==> src/rtl/multicycle_ctrl_if.sv <==
// Control/handshake bundle between the RV32I multi-cycle controller and its datapath.
// master = controller side, slave = datapath/memory side.
interface multicycle_ctrl_if;
    logic [31:0] instr;
    logic        imem_ready;
    logic        dmem_ready;
    logic        br_taken;
    logic        imem_req;
    logic        ir_we;
    logic        is_pc;
    logic        is_imm;
    logic        dmem_req;
    logic        dmem_wr;
    logic        rf_we;
    logic [1:0]  wb_sel;
    logic        pc_we;
    logic [1:0]  pc_sel;
    logic [2:0]  state;
    logic        err;
    logic [31:0] instret;

    modport master (
        input  instr, imem_ready, dmem_ready, br_taken,
        output imem_req, ir_we, is_pc, is_imm, dmem_req, dmem_wr, rf_we,
               wb_sel, pc_we, pc_sel, state, err, instret
    );

    modport slave (
        output instr, imem_ready, dmem_ready, br_taken,
        input  imem_req, ir_we, is_pc, is_imm, dmem_req, dmem_wr, rf_we,
               wb_sel, pc_we, pc_sel, state, err, instret
    );
endinterface

==> src/rtl/multicycle_ctrl.sv <==
// Multi-cycle FETCH/DECODE/EXEC/MEM/WB sequencer for an RV32I core with memory-wait timeout trap.
// Define MCCTRL_INSTRET_EN to build the retired-instruction counter; otherwise instret reads 0.
module multicycle_ctrl #(
    parameter int unsigned MEM_TIMEOUT = 16
) (
    input  logic              clk,
    input  logic              reset,
    multicycle_ctrl_if.master bus
);
    localparam int unsigned CNT_W = (MEM_TIMEOUT < 2) ? 1 : $clog2(MEM_TIMEOUT);

    localparam logic [6:0] OPC_OP     = 7'b0110011;
    localparam logic [6:0] OPC_OPIMM  = 7'b0010011;
    localparam logic [6:0] OPC_LOAD   = 7'b0000011;
    localparam logic [6:0] OPC_STORE  = 7'b0100011;
    localparam logic [6:0] OPC_BRANCH = 7'b1100011;
    localparam logic [6:0] OPC_JAL    = 7'b1101111;
    localparam logic [6:0] OPC_JALR   = 7'b1100111;
    localparam logic [6:0] OPC_LUI    = 7'b0110111;
    localparam logic [6:0] OPC_AUIPC  = 7'b0010111;

    typedef enum logic [2:0] {
        S_FETCH  = 3'd0,
        S_DECODE = 3'd1,
        S_EXEC   = 3'd2,
        S_MEM    = 3'd3,
        S_WB     = 3'd4,
        S_TRAP   = 3'd5
    } state_e;

    state_e           state_q, state_d;
    logic [CNT_W-1:0] wait_q, wait_d;
    logic             err_q;

    logic [6:0] opcode;
    logic       legal, op_pc, op_imm;
    logic       is_load, is_store, is_branch, is_jump;
    logic       tmo_hit;
    logic       unused_instr;

    logic       imem_req_c, ir_we_c, is_pc_c, is_imm_c, dmem_req_c, dmem_wr_c;
    logic       rf_we_c, pc_we_c;
    logic [1:0] wb_sel_c, pc_sel_c;

    assign opcode       = bus.instr[6:0];
    assign unused_instr = ^bus.instr[31:7];
    assign is_load      = (opcode == OPC_LOAD);
    assign is_store     = (opcode == OPC_STORE);
    assign is_branch    = (opcode == OPC_BRANCH);
    assign is_jump      = (opcode == OPC_JAL) || (opcode == OPC_JALR);
    // Trap on the wait cycle that would bring the counter to MEM_TIMEOUT; a ready on that cycle wins.
    assign tmo_hit      = (MEM_TIMEOUT != 0) && (wait_q == CNT_W'(MEM_TIMEOUT - 1));

    // Opcode legality and ALU operand selects.
    always_comb begin
        legal  = 1'b1;
        op_pc  = 1'b0;
        op_imm = 1'b0;
        case (opcode)
            OPC_OP, OPC_BRANCH: ;
            OPC_OPIMM, OPC_LOAD, OPC_STORE, OPC_JALR, OPC_LUI: op_imm = 1'b1;
            OPC_JAL, OPC_AUIPC: begin
                op_pc  = 1'b1;
                op_imm = 1'b1;
            end
            default: legal = 1'b0;
        endcase
    end

    // Next-state and strobe decode.
    always_comb begin
        state_d    = state_q;
        wait_d     = '0;
        imem_req_c = 1'b0;
        ir_we_c    = 1'b0;
        is_pc_c    = 1'b0;
        is_imm_c   = 1'b0;
        dmem_req_c = 1'b0;
        dmem_wr_c  = 1'b0;
        rf_we_c    = 1'b0;
        wb_sel_c   = 2'b00;
        pc_we_c    = 1'b0;
        pc_sel_c   = 2'b00;
        case (state_q)
            S_FETCH: begin
                imem_req_c = 1'b1;
                if (bus.imem_ready) begin
                    ir_we_c = 1'b1;
                    state_d = S_DECODE;
                end else if (tmo_hit) begin
                    state_d = S_TRAP;
                end else begin
                    wait_d = wait_q + CNT_W'(1);
                end
            end
            S_DECODE: state_d = legal ? S_EXEC : S_TRAP;
            S_EXEC: begin
                is_pc_c  = op_pc;
                is_imm_c = op_imm;
                if (is_branch) begin
                    pc_we_c  = 1'b1;
                    pc_sel_c = bus.br_taken ? 2'b10 : 2'b00;
                    state_d  = S_FETCH;
                end else if (is_load || is_store) begin
                    state_d = S_MEM;
                end else begin
                    state_d = S_WB;
                end
            end
            S_MEM: begin
                // Operand selects stay at their EXEC values so the address is stable.
                is_pc_c    = op_pc;
                is_imm_c   = op_imm;
                dmem_req_c = 1'b1;
                dmem_wr_c  = is_store;
                if (bus.dmem_ready) begin
                    if (is_store) begin
                        pc_we_c = 1'b1;
                        state_d = S_FETCH;
                    end else begin
                        state_d = S_WB;
                    end
                end else if (tmo_hit) begin
                    state_d = S_TRAP;
                end else begin
                    wait_d = wait_q + CNT_W'(1);
                end
            end
            S_WB: begin
                rf_we_c  = 1'b1;
                pc_we_c  = 1'b1;
                wb_sel_c = is_load ? 2'b01 : (is_jump ? 2'b10 : 2'b00);
                pc_sel_c = is_jump ? 2'b01 : 2'b00;
                state_d  = S_FETCH;
            end
            S_TRAP:  state_d = S_TRAP;
            default: state_d = S_TRAP;
        endcase
    end

    always_ff @(posedge clk) begin
        if (reset) begin
            state_q <= S_FETCH;
            wait_q  <= '0;
            err_q   <= 1'b0;
        end else begin
            state_q <= state_d;
            wait_q  <= wait_d;
            err_q   <= err_q | (state_d == S_TRAP);
        end
    end

    // Every output reads zero while reset is held.
    assign bus.imem_req = imem_req_c & ~reset;
    assign bus.ir_we    = ir_we_c    & ~reset;
    assign bus.is_pc    = is_pc_c    & ~reset;
    assign bus.is_imm   = is_imm_c   & ~reset;
    assign bus.dmem_req = dmem_req_c & ~reset;
    assign bus.dmem_wr  = dmem_wr_c  & ~reset;
    assign bus.rf_we    = rf_we_c    & ~reset;
    assign bus.pc_we    = pc_we_c    & ~reset;
    assign bus.wb_sel   = reset ? 2'b00 : wb_sel_c;
    assign bus.pc_sel   = reset ? 2'b00 : pc_sel_c;
    assign bus.state    = reset ? 3'd0  : state_q;
    assign bus.err      = err_q & ~reset;

`ifdef MCCTRL_INSTRET_EN
    logic [31:0] instret_q;

    always_ff @(posedge clk) begin
        if (reset) begin
            instret_q <= '0;
        end else if (pc_we_c) begin
            instret_q <= instret_q + 32'd1;
        end
    end

    assign bus.instret = reset ? 32'd0 : instret_q;
`else
    assign bus.instret = 32'd0;
`endif

endmodule

==> src/flat_wrapper.sv <==
// flat-port wrapper written by rule: the top's interface ports become plain ports
module multicycle_ctrl_flat 
#(
    parameter int unsigned MEM_TIMEOUT = 16
)
  (clk, reset, bus_instr, bus_imem_ready, bus_dmem_ready, bus_br_taken, bus_imem_req, bus_ir_we, bus_is_pc, bus_is_imm, bus_dmem_req, bus_dmem_wr, bus_rf_we, bus_wb_sel, bus_pc_we, bus_pc_sel, bus_state, bus_err, bus_instret);
  multicycle_ctrl_if bus_i ();
  input  logic clk;
  input  logic reset;
  input wire logic [$bits(bus_i.instr)-1:0] bus_instr;
  input wire logic [$bits(bus_i.imem_ready)-1:0] bus_imem_ready;
  input wire logic [$bits(bus_i.dmem_ready)-1:0] bus_dmem_ready;
  input wire logic [$bits(bus_i.br_taken)-1:0] bus_br_taken;
  output wire logic [$bits(bus_i.imem_req)-1:0] bus_imem_req;
  output wire logic [$bits(bus_i.ir_we)-1:0] bus_ir_we;
  output wire logic [$bits(bus_i.is_pc)-1:0] bus_is_pc;
  output wire logic [$bits(bus_i.is_imm)-1:0] bus_is_imm;
  output wire logic [$bits(bus_i.dmem_req)-1:0] bus_dmem_req;
  output wire logic [$bits(bus_i.dmem_wr)-1:0] bus_dmem_wr;
  output wire logic [$bits(bus_i.rf_we)-1:0] bus_rf_we;
  output wire logic [$bits(bus_i.wb_sel)-1:0] bus_wb_sel;
  output wire logic [$bits(bus_i.pc_we)-1:0] bus_pc_we;
  output wire logic [$bits(bus_i.pc_sel)-1:0] bus_pc_sel;
  output wire logic [$bits(bus_i.state)-1:0] bus_state;
  output wire logic [$bits(bus_i.err)-1:0] bus_err;
  output wire logic [$bits(bus_i.instret)-1:0] bus_instret;
  assign bus_i.instr = bus_instr;
  assign bus_i.imem_ready = bus_imem_ready;
  assign bus_i.dmem_ready = bus_dmem_ready;
  assign bus_i.br_taken = bus_br_taken;
  assign bus_imem_req = bus_i.imem_req;
  assign bus_ir_we = bus_i.ir_we;
  assign bus_is_pc = bus_i.is_pc;
  assign bus_is_imm = bus_i.is_imm;
  assign bus_dmem_req = bus_i.dmem_req;
  assign bus_dmem_wr = bus_i.dmem_wr;
  assign bus_rf_we = bus_i.rf_we;
  assign bus_wb_sel = bus_i.wb_sel;
  assign bus_pc_we = bus_i.pc_we;
  assign bus_pc_sel = bus_i.pc_sel;
  assign bus_state = bus_i.state;
  assign bus_err = bus_i.err;
  assign bus_instret = bus_i.instret;
  multicycle_ctrl #(.MEM_TIMEOUT(MEM_TIMEOUT)) u_core (.clk(clk), .reset(reset), .bus(bus_i));
endmodule
==> config.mk <==
export PLATFORM = sky130hd
export DESIGN_NAME = multicycle_ctrl_flat
export DESIGN_NICKNAME = d
export VERILOG_FILES = /design/src/rtl/multicycle_ctrl_if.sv /design/src/rtl/multicycle_ctrl.sv /design/src/flat_wrapper.sv
export SDC_FILE = /design/constraint.sdc
export NUM_CORES = 1
export LEC_CHECK = 0
export CORE_MARGIN = 2
export CORE_UTILIZATION = 33
export CTS_CLUSTER_DIAMETER = 120
export CTS_CLUSTER_SIZE = 12
export DETAILED_ROUTE_END_ITERATION = 8
export PLACE_DENSITY = 0.94
export RECOVER_POWER = 25
export SYNTH_ARGS = -nofsm -noshare
export SYNTH_HDL_FRONTEND = slang
export SYNTH_SLANG_ARGS = --single-unit
==> constraint.sdc <==
create_clock -name clk -period 2.8 [get_ports clk]
set_input_delay 0.56 -clock clk [delete_from_list [all_inputs] [get_ports clk]]
set_output_delay 0.56 -clock clk [all_outputs]
set_load 0.1 [all_outputs]
* After elaboration in Yosys (flattened, before gate mapping)
Index checks and enable logic that the tools add are counted.
** Word-level totals
- Output and inout bits :: 48
- Register bits after elaboration :: 8
- Logic and storage cells :: 74
** Cells by class
- Bitwise operators :: 11
- Reduce and logical (&&, ||, !) cells :: 7
- Equality and inequality tests :: 15
- Add/subtract/negate cells :: 1
- Multiplexer cells :: 37
** Operators with widths (number)
- two-way mux 3 bit :: 8
- equality test 7 x 6 -> 1 bit, second input constant :: 3
- equality test 7 bit, second input constant :: 3
- two-way mux 1 bit :: 15
- case mux 3 bit (5 select lines) :: 1
- equality test 7 x 5 -> 1 bit, second input constant :: 2
- two-way mux 2 bit :: 7
- two-way mux 4 bit :: 3
- AND 1 bit :: 9
- OR reduction 9 bit :: 1
- case mux 4 bit (2 select lines) :: 1
- equality test 7 x 2 -> 1 bit, second input constant :: 1
- OR reduction 7 bit :: 1
- equality test 3 x 2 -> 1 bit, second input constant :: 2
- equality test 3 bit, second input constant :: 2
- adder 4 x 1 -> 4 bit, second input constant :: 1
- equality test 4 bit, second input constant :: 1
- case mux 2 bit (2 select lines) :: 1
- OR reduction 2 bit :: 2
- equality test 3 x 1 -> 1 bit, second input constant :: 1
- zero test 3 bit :: 1
- case mux 1 bit (3 select lines) :: 1
- logical OR 1 bit :: 2
- NOT 1 bit :: 1
- bitwise OR 1 bit :: 1

* Depth between registers and ports, before layout
Gate-level depths: netlist of the first run.
- Depth after elaboration :: 7
- Gate-level depth with buffers :: 5

* Least setup slack after synthesis of the first run
No wires, ideal clock.
- Path kind :: register -> output
- Start point :: register u_core.state_q[0]
- End point :: output bus_ir_we
- Data arrival time :: 4495 ps
- Stages on the path, launching flop included :: 4
- Slack :: -2255 ps
- Required time :: 2240 ps
- Cells stage by stage :: dfxtp_1 > clkbuf_1 > nor4_1 > and2_1
** On the way
- Cells in the longest elaborated chain, start to end :: 3
** RTL lines
- from (decl) :: RTL line multicycle_ctrl.sv:31 : state_e state_q, state_d;
- from (signal assigned) :: RTL line multicycle_ctrl.sv:147 : state_q <= state_d;
- zero test 3 bit :: RTL line multicycle_ctrl.sv:84 : case (state_q)
- two-way mux 1 bit :: RTL line multicycle_ctrl.sv:84
- AND 1 bit :: RTL line multicycle_ctrl.sv:155 : assign bus.ir_we = ir_we_c & ~reset;
- to (decl) :: RTL line flat_wrapper.sv:15 : output wire logic [$bits(bus_i.ir_we)-1:0] bus_ir_we;
Every way passes these cells.

* Worst setup path in the final report of the first run
- Start point :: input bus_instr[2]
- End point :: output bus_pc_we
** On the way
- Cells in the longest elaborated chain, start to end :: 5
** RTL lines
- from (decl) :: RTL line flat_wrapper.sv:10 : input wire logic [$bits(bus_i.instr)-1:0] bus_instr;
- equality test 7 x 6 -> 1 bit :: RTL line multicycle_ctrl.sv:48 : assign is_store = (opcode == OPC_STORE);
- two-way mux 1 bit :: RTL line multicycle_ctrl.sv:117 : if (is_store) begin
- two-way mux 1 bit :: RTL line multicycle_ctrl.sv:116 : if (bus.dmem_ready) begin
- case mux 1 bit (3 select lines) * :: RTL line multicycle_ctrl.sv:84
- AND 1 bit * :: RTL line multicycle_ctrl.sv:161 : assign bus.pc_we = pc_we_c & ~reset;
- to (decl) :: RTL line flat_wrapper.sv:22 : output wire logic [$bits(bus_i.pc_we)-1:0] bus_pc_we;
Mark *: on every way between the ends. The rest lies on a longest branch, timed or not.

==> results.txt, run 1 <==
----------------------------------------------------
[Routing]
  Via count ... 881
  Iteration count of the initial detailed-routing pass ... 4
  Initial drt markers ... 22
  Top layer reached by signal wires ... met4
  Met2 wirelength from detailed routing ... 1060 µm
  Drc violations ... 0
  Via/cell ratio ... 4.76
  Post-route met1 wirelength ... 821 µm
  Total length of routed wires ... 2070 µm
  Per-cell routed wire length ... 11.2 µm
  Sum of met3 wire segment lengths after detailed routing ... 173 µm
  DRT antenna net count ... 0

[Power and ir drop]
  Switching share of total power ... 0.582
  Leakage component of the power ... 0.603 nW
  Share of power burned in registers ... 0.237
  Max IR drop VDD ... 203 µV
  Part of the power in the clock network ... 0.159
  Overall power after layout ... 552 µW
  Power share of the combinational group ... 0.604
  Net switching power ... 321 µW
  Total power divided by cell area ... 401 nW/µm²
  Design internal power ... 231 µW

[Logic synthesis]
  Mapped Avg Cell Area ... 7.53 µm²
  Number of distinct library cells after synthesis ... 41
  Netlist area before placement ... 933 µm²
  Seq cells post-synth ... 8
  Proportion of synthesized chip area in sequential cells ... 0.172
  Largest cells by area after synthesis ... buf_4 26%, dfxtp_1 17%, and3_1 5.4%
  Warnings, synthesis ... 0
  Largest area contributor in the netlist ... buf_4
  Fraction of synthesized cell area taken by the top area cell type ... 0.257
  Number of instances in the synthesized netlist ... 124

[Place]
  Placer's final routability congestion estimate ... 0.851
  Placed wire-length estimate ... 1730 µm
  Number of port buffers ... 27
  Post-DP Area ... 1350 µm²

[Clock tree]
  Deepest clock path buffer count ... 2
  TritonCTS clock tree ... done
  Register clock-pin slew on the reported worst setup and hold paths ... 50 ps
  Setup Buffers After CTS ... 0
  CTS buffer count ... 3
  Root buffer selected by CTS ... clkbuf_4
  H-tree depth reported by CTS ... 1
  CTS Sinks ... 8
  Source-to-sink clock delay at the later pin of the worst-skew pair ... 250 ps

[Setup path]
  Source of the worst register-to-register timing path ... u_core.state_q[0]
  Capturing element type of the critical path ... primary output
  Worst setup startpoint ... bus_instr[2]
  Number of cells on the critical path ... 6
  Worst r2r dst ... u_core.state_q[2]
  Startpoint-to-endpoint class of the critical path ... primary input to primary output
  Buffers & Inverters on Critical Path ... 2
  Critical-path cell with the highest stage delay ... or4_4
  Endpoint arrival time on the critical path ... 2190 ps
  Critical path destination ... bus_pc_we
  Crit path max-delay family ... simple AND/OR/NAND/NOR gates
  Critical path peak fanout ... 4
  Slack of the worst reg-to-reg path ... 1250 ps
  Depth of the most critical reg-to-reg path ... 4
  Data required time of the worst path ... 2240 ps
  Setup crit start kind ... primary input
  CP peak stage delay ... 560 ps
  Critical-path cell list ... clkdlybuf4s50_1 > or4_4 > nor2_4 > nand3_2 > a21oi_4 > buf_12

[Timing]
  Max Freq ... 364 MHz
  Post-layout minimum cycle time ... 2750 ps
  Final hold violations ... 0
  RSZ-0062 raised after global routing ... no
  Maximum clock skew at final layout ... 7.57 ps
  Setup violation total in the final timing report ... 0
  Ratio of final minimum period to clock period ... 0.981
  Pins over their slew limit ... 0

[Floorplan]
  Number of rows in the core area ... 19
  Area of the die ... 3270 µm²
  Ports ... 85
  Initial cell density of the core ... 0.344
  Core area ... 2710 µm²
  Height of the die ... 57.2 µm
  Die width ... 57.2 µm

[Final layout]
  NumNets Final ... 194
  Proportion of layout cells with a drive suffix above 1 ... 0.260
  Layout fillers ... 230
  Ant. Diodes ... 0
  Final design area excluding fillers ... 1380 µm²
  Area added between synthesis and finish ... 47.3%

[Global route]
  Largest net degree at the start of global routing ... 14
  First-pass GRT wire length ... 3280 µm
  Vias in the first global route ... 740
  Gr usage total ... 0.124
  Total gr overflow ... 0
  Number of antenna violations at the first check in global routing ... 0

[Min path]
  Hold Path Origin ... u_core.wait_q[0]
  Path category of the worst min-delay check ... flop to flop

[Outcome]
  Status ... complete, no violations

[Job]
  # Max-Cap Violations ... 0

----------------------------------------------------
how the worst min path moves through the flow:
stage,to,slack (ps),cells after the start
global placement,u_core.wait_q[0],440,1
floorplan,u_core.wait_q[0],430,1
global route,u_core.wait_q[0],490,1
detailed placement,u_core.wait_q[0],460,1
CTS,u_core.wait_q[0],460,1
finish,u_core.wait_q[0],460,1
cell usage in the layout, fill, tap and decap left out, drive strengths merged, types with 2 or more instances in the layout:
cell,count
nand3,3
nand3b,2
dfxtp,8
nor3,3
clkbuf,3
o21ai,4
and3,8
a31oi,3
nor3b,3
nor2,7
conb,32
buf,22
a21oi,4
a211oi,2
nor2b,6
and4,2
and2,3
clkdlybuf4s50,9
a21o,4
nand2,9
stage by stage:
| step | worst slack (ps) | util | std cells | setup TNS (ps) | hold slack (ps) |
|---|---|---|---|---|---|
| detailed placement | 50.0 | 0.496 | 182 | 0 | 456 |
| global placement | 79.5 | 0.496 | 182 | 0 | 442 |
| floorplan | -315 | - | 155 | -315 | 430 |
| global route | 1.21 | 0.507 | 185 | 0 | 487 |
| CTS | 46.9 | 0.505 | 185 | 0 | 463 |
| finish | 53.8 | 0.507 | 185 | 0 | 461 |
per-layer routing:
layer,track usage,up-vias
li1,-,432
met1,0.155,400
met2,0.210,47
met3,0.0227,2
met4,0.0532,0
met5,0,-
synthesized netlist by cell type, drive strengths merged:
library cell	instances
or4	1
dfxtp	8
clkbuf	2
nand4b	1
a31oi	3
mux2i	1
nor3	3
nor3b	3
a21o	4
o22ai	1
o41a	1
and2	3
nand3	3
xnor2	1
xor2	1
and3b	1
or3	1
nand2	9
a21oi	4
buf	35
conb	1
nand4	1
ha	1
inv	1
nand3b	2
nor4	1
and4	2
nor2	7
o21ai	4
a211oi	2
and4b	1
nand2b	1
and3	8
nor2b	6
kinds of logic (layout without fill, tap and decap cells):
group	Yosys count	count (layout)	share of synthesized area
AO/OA/AOI/OAI	19	19	0.130
XOR/XNOR	2	2	0.0188
other	1	32	0.00402
buffers and inverters	38	37	0.292
adder cells (fa/ha/maj)	1	1	0.0134
AND/OR/NAND/NOR	54	54	0.359
multiplexers	1	1	0.0107
flip-flops	8	8	0.172
registers in the layout, summed over array words and instances (netlist names):
name,flops
u_core.wait_q,4
u_core.err_q,1
u_core.state_q,3
layout make-up:
class	instances	area, µm²	share of cell area
Inverter	1	3.75	0.00273
Tap cell	31	38.8	0.0282
Timing Repair Buffer	33	478	0.348
Sequential cell	8	160	0.116
Multi-Input combinational cell	109	672	0.489
Clock buffer	3	22.5	0.0164
worst register-to-register path: cells and delay by family (launching register included):
family,cells,cell delay [ps]
flops,1,450
compound gates,3,580
simple gates,1,440
power by group through the flow:
stage	combinational, mW	sequential [mW]	clock, mW
floorplan	0.314	0.125	0
global placement	0.330	0.133	0
detailed placement	0.333	0.133	0
CTS	0.333	0.131	0.0944
global route	0.343	0.132	0.0993
finish	0.333	0.131	0.0878
timing repair:
item | 4_1_cts | 5_1_grt
gates resized for setup | 0 | 2
hold buffers | 0 | 0
endpoints found under the setup margin | 0 | 1
No activity file was read; power rests on OpenSTA's default activity.
==> run 2, diff against run 1 <==
--- a/config.mk
+++ b/config.mk
@@ -7,6 +7,7 @@
 export LEC_CHECK = 0
 export CORE_MARGIN = 2
 export CORE_UTILIZATION = 33
+export CTS_BUF_LIST = sky130_fd_sc_hd__clkbuf_8 sky130_fd_sc_hd__clkbuf_16
 export CTS_CLUSTER_DIAMETER = 120
 export CTS_CLUSTER_SIZE = 12
 export DETAILED_ROUTE_END_ITERATION = 8
==> results.txt, run 2 (synthesis results as in run 1) <==
----------------------------------------------------
[Outcome]
  Status ... complete, no violations

[Global route]
  Largest net degree at the start of global routing ... 14
  First-pass GRT wire length ... 3330 µm
  Total gr overflow ... 0
  Vias in the first global route ... 729
  Number of antenna violations at the first check in global routing ... 0
  Gr usage total ... 0.128

[Floorplan]
  Initial cell density of the core ... 0.344
  Ports ... 85
  Area of the die ... 3270 µm²
  Die width ... 57.2 µm
  Number of rows in the core area ... 19
  Height of the die ... 57.2 µm
  Core area ... 2710 µm²

[Routing]
  Initial drt markers ... 26
  Iteration count of the initial detailed-routing pass ... 4
  Via count ... 875
  Via/cell ratio ... 4.73
  Per-cell routed wire length ... 11.2 µm
  DRT antenna net count ... 0
  Total length of routed wires ... 2070 µm
  Drc violations ... 0

[Final layout]
  Proportion of layout cells with a drive suffix above 1 ... 0.260
  Leading registers by flop count ... u_core.wait_q: 4 flops, u_core.state_q: 3 flops, u_core.err_q: 1 flops
  Ant. Diodes ... 0
  Register with the most flip-flops ... u_core.wait_q
  Final standard cell utilization of the core ... 0.514
  Flip-flop count of the largest register after layout ... 4
  NumNets Final ... 194
  Commonest non-fill, non-tap cells in the layout ... 32 x conb_1, 16 x buf_12, 9 x clkdlybuf4s50_1
  Area added between synthesis and finish ... 49.3%
  Most common library cell in the layout ignoring fill and taps ... conb_1

[Power and ir drop]
  Part of the power in the clock network ... 0.227
  Max IR drop VDD ... 222 µV
  Power share of the combinational group ... 0.554
  Share of power burned in registers ... 0.219
  Total power divided by cell area ... 431 nW/µm²
  Switching share of total power ... 0.542
  Overall power after layout ... 601 µW
  Net switching power ... 326 µW
  Leakage component of the power ... 0.611 nW
  Design internal power ... 275 µW

[Min path]
  Hold Path Origin ... u_core.wait_q[0]
  Path category of the worst min-delay check ... flop to flop
  Endpoint of the worst hold-timing path ... u_core.wait_q[0]
  Number of cells traversed by the worst hold path ... 1

[Setup path]
  CP peak stage delay ... 560 ps
  Endpoint arrival time on the critical path ... 2180 ps
  Depth of the most critical reg-to-reg path ... 4
  Worst r2r dst ... u_core.state_q[2]
  Critical-path cell with the highest stage delay ... or4_4
  Critical path peak fanout ... 4
  Data required time of the worst path ... 2240 ps
  Startpoint-to-endpoint class of the critical path ... primary input to primary output
  Capturing element type of the critical path ... primary output
  Source of the worst register-to-register timing path ... u_core.state_q[0]
  Critical-path cell list ... clkdlybuf4s50_1 > or4_4 > nor2_4 > nand3_2 > a21oi_4 > buf_12
  Setup crit start kind ... primary input
  Slack of the worst reg-to-reg path ... 1270 ps

[Timing]
  Ratio of final minimum period to clock period ... 0.979
  Setup violation total in the final timing report ... 0
  Setup TNS ... 0 ps
  Final hold violations ... 0
  Pins over their slew limit ... 0
  Max Freq ... 365 MHz
  RSZ-0062 raised after global routing ... no
  Post-layout minimum cycle time ... 2740 ps
  Maximum clock skew at final layout ... 3.96 ps

[Clock tree]
  H-tree depth reported by CTS ... 1
  Deepest clock path buffer count ... 2
  TritonCTS clock tree ... done
  Source-to-sink clock delay at the later pin of the worst-skew pair ... 230 ps
  Number of hold buffers added after cts ... 0
  CTS Sinks ... 8
  Root buffer selected by CTS ... clkbuf_8
  CTS buffer count ... 3
  Register clock-pin slew on the reported worst setup and hold paths ... 40 ps

[Job]
  # Max-Cap Violations ... 0

[Place]
  Number of port buffers ... 27
  Placer's final routability congestion estimate ... 0.851
  Placed wire-length estimate ... 1730 µm

----------------------------------------------------
## run 2: stage by stage
stage               setup WS, ps  instances  area [µm²]  hold slack, ps
detailed placement          50.0        182        1350             456
CTS                         46.9        185        1390             461
finish                      57.8        185        1390             462
floorplan                   -315        155        1100             430
global placement            79.5        182        1350             442
global route                1.21        185        1390             484
## run 2: repair_timing
action                                  4_1_cts  5_1_grt
endpoints found under the setup margin        0        1
buffers inserted                              0        0
gates resized for setup                       0        2
## run 2: cell type report
cell class / instances / area, µm²
multi-input combinational: 109 / 672
sequential: 8 / 160
timing repair buffer: 33 / 478
tap: 31 / 38.8
fill: 230 / 1320
inverter: 1 / 3.75
clock buffer: 3 / 41.3
## run 2: per-layer routing
metal  share of wire  wire length (µm)  GRT usage
met2            0.52              1070      0.210
met1            0.41               846      0.158
met5               0                 0          0
met3           0.067               138     0.0363
met4          0.0063                13     0.0532
## run 2: critical path: cells and delay by family
family                 cells  cell delay [ps]
AO/OA/AOI/OAI              1              180
AND/OR/NAND/NOR            3              820
buffers and inverters      2              620
## run 2: power groups by stage
stage / sequential (mW) / combinational (mW) / clock, mW
detailed placement: 0.133 / 0.333 / 0
finish: 0.131 / 0.333 / 0.136
floorplan: 0.125 / 0.314 / 0
global placement: 0.133 / 0.330 / 0
global route: 0.133 / 0.343 / 0.151
CTS: 0.131 / 0.333 / 0.143
## run 2: worst max path at each step
stage                      to         startpoint  cells past startpoint
floorplan           bus_ir_we  u_core.state_q[0]                      3
global placement    bus_pc_we       bus_instr[2]                      6
detailed placement  bus_pc_we       bus_instr[2]                      6
CTS                 bus_pc_we       bus_instr[2]                      6
global route        bus_pc_we       bus_instr[4]                      6
finish              bus_pc_we       bus_instr[2]                      6
==> run 3, diff against run 2 <==
--- a/config.mk
+++ b/config.mk
@@ -5,13 +5,14 @@
 export SDC_FILE = /design/constraint.sdc
 export NUM_CORES = 1
 export LEC_CHECK = 0
+export ABC_AREA = 1
 export CORE_MARGIN = 2
-export CORE_UTILIZATION = 33
+export CORE_UTILIZATION = 34
 export CTS_BUF_LIST = sky130_fd_sc_hd__clkbuf_8 sky130_fd_sc_hd__clkbuf_16
 export CTS_CLUSTER_DIAMETER = 120
 export CTS_CLUSTER_SIZE = 12
 export DETAILED_ROUTE_END_ITERATION = 8
-export PLACE_DENSITY = 0.94
+export PLACE_DENSITY = 0.95
 export RECOVER_POWER = 25
 export SYNTH_ARGS = -nofsm -noshare
 export SYNTH_HDL_FRONTEND = slang
==> results.txt, run 3 <==
----------------------------------------------------
[Outcome]
  Status ... complete, no violations

[Setup path]
  Data required time of the worst path ... 2240 ps
  Source of the worst register-to-register timing path ... u_core.wait_q[0]
  Capturing element type of the critical path ... primary output
  Critical-path cell list ... clkdlybuf4s50_1 > nor2_4 > nand2_1 > clkinvlp_4 > buf_12
  Depth of the most critical reg-to-reg path ... 9
  Worst r2r dst ... u_core.err_q
  Slack of the worst reg-to-reg path ... 1390 ps
  Critical-path cell with the highest stage delay ... clkdlybuf4s50_1
  Crit path max-delay family ... buffers and inverters
  Critical path peak fanout ... 9
  Setup crit start kind ... primary input
  Endpoint arrival time on the critical path ... 2090 ps
  Startpoint-to-endpoint class of the critical path ... primary input to primary output
  CP peak stage delay ... 770 ps
  Buffers & Inverters on Critical Path ... 3

[Timing]
  Max Freq ... 377 MHz
  Final hold violations ... 0
  Slew of the pin with the lowest slew margin ... 605 ps
  Ratio of final minimum period to clock period ... 0.947
  Pins over their slew limit ... 0
  RSZ-0062 raised after global routing ... no
  Relative slew slack ... 0.592
  Post-layout minimum cycle time ... 2650 ps
  Final setup slack of the worst path ... 149 ps
  Maximum clock skew at final layout ... 1.04 ps
  Setup violation total in the final timing report ... 0
  Setup TNS ... 0 ps

[Floorplan]
  Core area ... 2730 µm²
  Die width ... 57.4 µm
  Number of rows in the core area ... 19
  Height of the die ... 57.4 µm
  Area of the die ... 3300 µm²
  Ports ... 85
  Initial cell density of the core ... 0.355

[Final layout]
  Leading registers by flop count ... u_core.wait_q: 4 flops, u_core.state_q: 3 flops, u_core.err_q: 1 flops
  Proportion of layout cells with a drive suffix above 1 ... 0.218
  Final standard cell utilization of the core ... 0.524
  Area added between synthesis and finish ... 47.7%
  Layout fillers ... 253
  Most common library cell in the layout ignoring fill and taps ... nand2_1
  Filler-free cell count of the finished design ... 224
  NumNets Final ... 233
  Register with the most flip-flops ... u_core.wait_q
  Ant. Diodes ... 0
  Area taken by multi-input logic gates ... 657 µm²
  Commonest non-fill, non-tap cells in the layout ... 33 x nand2_1, 32 x conb_1, 22 x inv_1
  Flip-flop count of the largest register after layout ... 4
  Reg area ... 160 µm²

[Logic synthesis]
  Number of distinct library cells after synthesis ... 26
  Largest family of logic cells by synthesized area ... simple AND/OR/NAND/NOR gates
  Multiplexer share of the synthesized area ... 0
  Largest area contributor in the netlist ... buf_4
  Count leader, synth ... nand2_1
  Simple-Gate Fraction of Synth Area ... 0.388
  Post-synth ARST share ... 0
  Proportion of synthesized chip area in sequential cells ... 0.165
  Synth Area in XOR/XNOR ... 0.0181
  Arithmetic-cell share of the synthesized area counting full adders, half adders and majority gates ... 0.0129
  Main flop type after synthesis ... dfxtp_1
  Netlist area before placement ... 970 µm²
  Largest cells by area after synthesis ... buf_4 25%, dfxtp_1 17%, nand2_1 13%
  Top cell types by occurrence after synthesis ... 33 x nand2_1, 32 x buf_4, 24 x nor2_1
  Fraction of synthesized cell area taken by the top area cell type ... 0.248
  Number of instances in the synthesized netlist ... 164
  Post-synth EDFFs ... 0
  Mapped Avg Cell Area ... 5.91 µm²
  Warnings, synthesis ... 0
  Seq cells post-synth ... 8
  Compound-cell area share of the yosys netlist ... 0.0632

[Clock tree]
  Root buffer selected by CTS ... clkbuf_8
  Register clock-pin slew on the reported worst setup and hold paths ... 40 ps
  TritonCTS clock tree ... done
  Setup Buffers After CTS ... 0
  PostCTS Resize Cnt ... 0
  Number of hold buffers added after cts ... 0
  Source-to-sink clock delay at the later pin of the worst-skew pair ... 230 ps
  Deepest clock path buffer count ... 2
  H-tree depth reported by CTS ... 1
  CTS buffer count ... 3
  CTS Sinks ... 8

[Routing]
  Initial drt markers ... 29
  DRT antenna net count ... 0
  Per-cell routed wire length ... 9.43 µm
  Drc violations ... 0
  Total length of routed wires ... 2110 µm
  Via/cell ratio ... 4.50
  Iteration count of the initial detailed-routing pass ... 4
  Via count ... 1007

[Global route]
  First-pass GRT wire length ... 3370 µm
  Total gr overflow ... 0
  Number of antenna violations at the first check in global routing ... 0
  Vias in the first global route ... 866
  Largest net degree at the start of global routing ... 10
  Gr usage total ... 0.126

[Power and ir drop]
  Leakage component of the power ... 0.690 nW
  Total power divided by cell area ... 523 nW/µm²
  Max IR drop VDD ... 351 µV
  Overall power after layout ... 749 µW

[Min path]
  Endpoint of the worst hold-timing path ... u_core.err_q
  Path category of the worst min-delay check ... flop to flop
  Hold Path Origin ... u_core.err_q
  Number of cells traversed by the worst hold path ... 2

[Place]
  Placed wire-length estimate ... 1840 µm
  Pre-CTS setup slack ... 125 ps
  Placer's final routability congestion estimate ... 0.920
  Cell count after placement ... 221
  Number of port buffers ... 27

[Job]
  # Max-Cap Violations ... 0

----------------------------------------------------
-- run 3: cell types whose count changed in the layout (fill, tap and decap cells not counted), sizes merged, moves of 3 or more --
| cell | previous run | this run |
|---|---|---|
| a21o | 4 | 0 |
| and2 | 3 | 0 |
| and3 | 8 | 1 |
| buf | 22 | 17 |
| inv | 1 | 24 |
| nand2 | 9 | 35 |
| nand3 | 3 | 11 |
| nor2 | 7 | 28 |
| nor2b | 6 | 0 |
| nor3b | 3 | 0 |
-- run 3: worst min-delay path: cells and delay by family (launching register included) --
kind,cells,cell delay (ps)
DFF,1,300
and+or+nand+nor,2,120
-- run 3: how the worst max path moves through the flow --
stage / startpoint / end / slack, ps / cells past startpoint
final: reset / bus_rf_we / 150 / 5
after global routing: bus_instr[5] / bus_is_imm / 60 / 9
after CTS: reset / bus_rf_we / 120 / 5
after detailed placement: reset / bus_rf_we / 130 / 5
after global placement: reset / bus_rf_we / 180 / 5
after floorplan: bus_instr[1] / bus_dmem_wr / -350 / 4
-- run 3: routing by layer --
| layer | up-vias | track usage | routed length, µm |
|---|---|---|---|
| met3 | 4 | 0.0363 | 203 |
| met4 | 0 | 0.0565 | 37 |
| met1 | 438 | 0.150 | 854 |
| met2 | 60 | 0.208 | 1020 |
| met5 | - | 0 | 0 |
| li1 | 505 | - | - |
-- run 3: per-stage QoR --
step | cell area (µm²) | hold slack [ps]
floorplan | 1160 | 421
global placement | 1390 | 438
detailed placement | 1390 | 443
CTS | 1430 | 454
global route | 1430 | 477
finish | 1430 | 449
-- run 3: cell families (layout without fill, tap and decap cells) --
family	Yosys count	after routing
XOR/XNOR	2	2
flip-flops	8	8
adder cells (fa/ha/maj)	1	1
AO/OA/AOI/OAI	11	11
AND/OR/NAND/NOR	83	83
buffers and inverters	58	56
other	1	32
-- run 3: layout make-up --
cell class,instances,share of cell area
clock buffers,3,0.0288
inverters,25,0.0681
multi-input cells,129,0.459
flip-flops and latches,8,0.112
well taps,31,0.0271
repair buffers,28,0.306
-- run 3: power by group --
group	internal, mW	total, mW	switching (mW)
combinational	0.0969	0.473	0.376
clock	0.0929	0.136	0.0434
sequential	0.128	0.139	0.0113
total	0.318	0.749	0.431
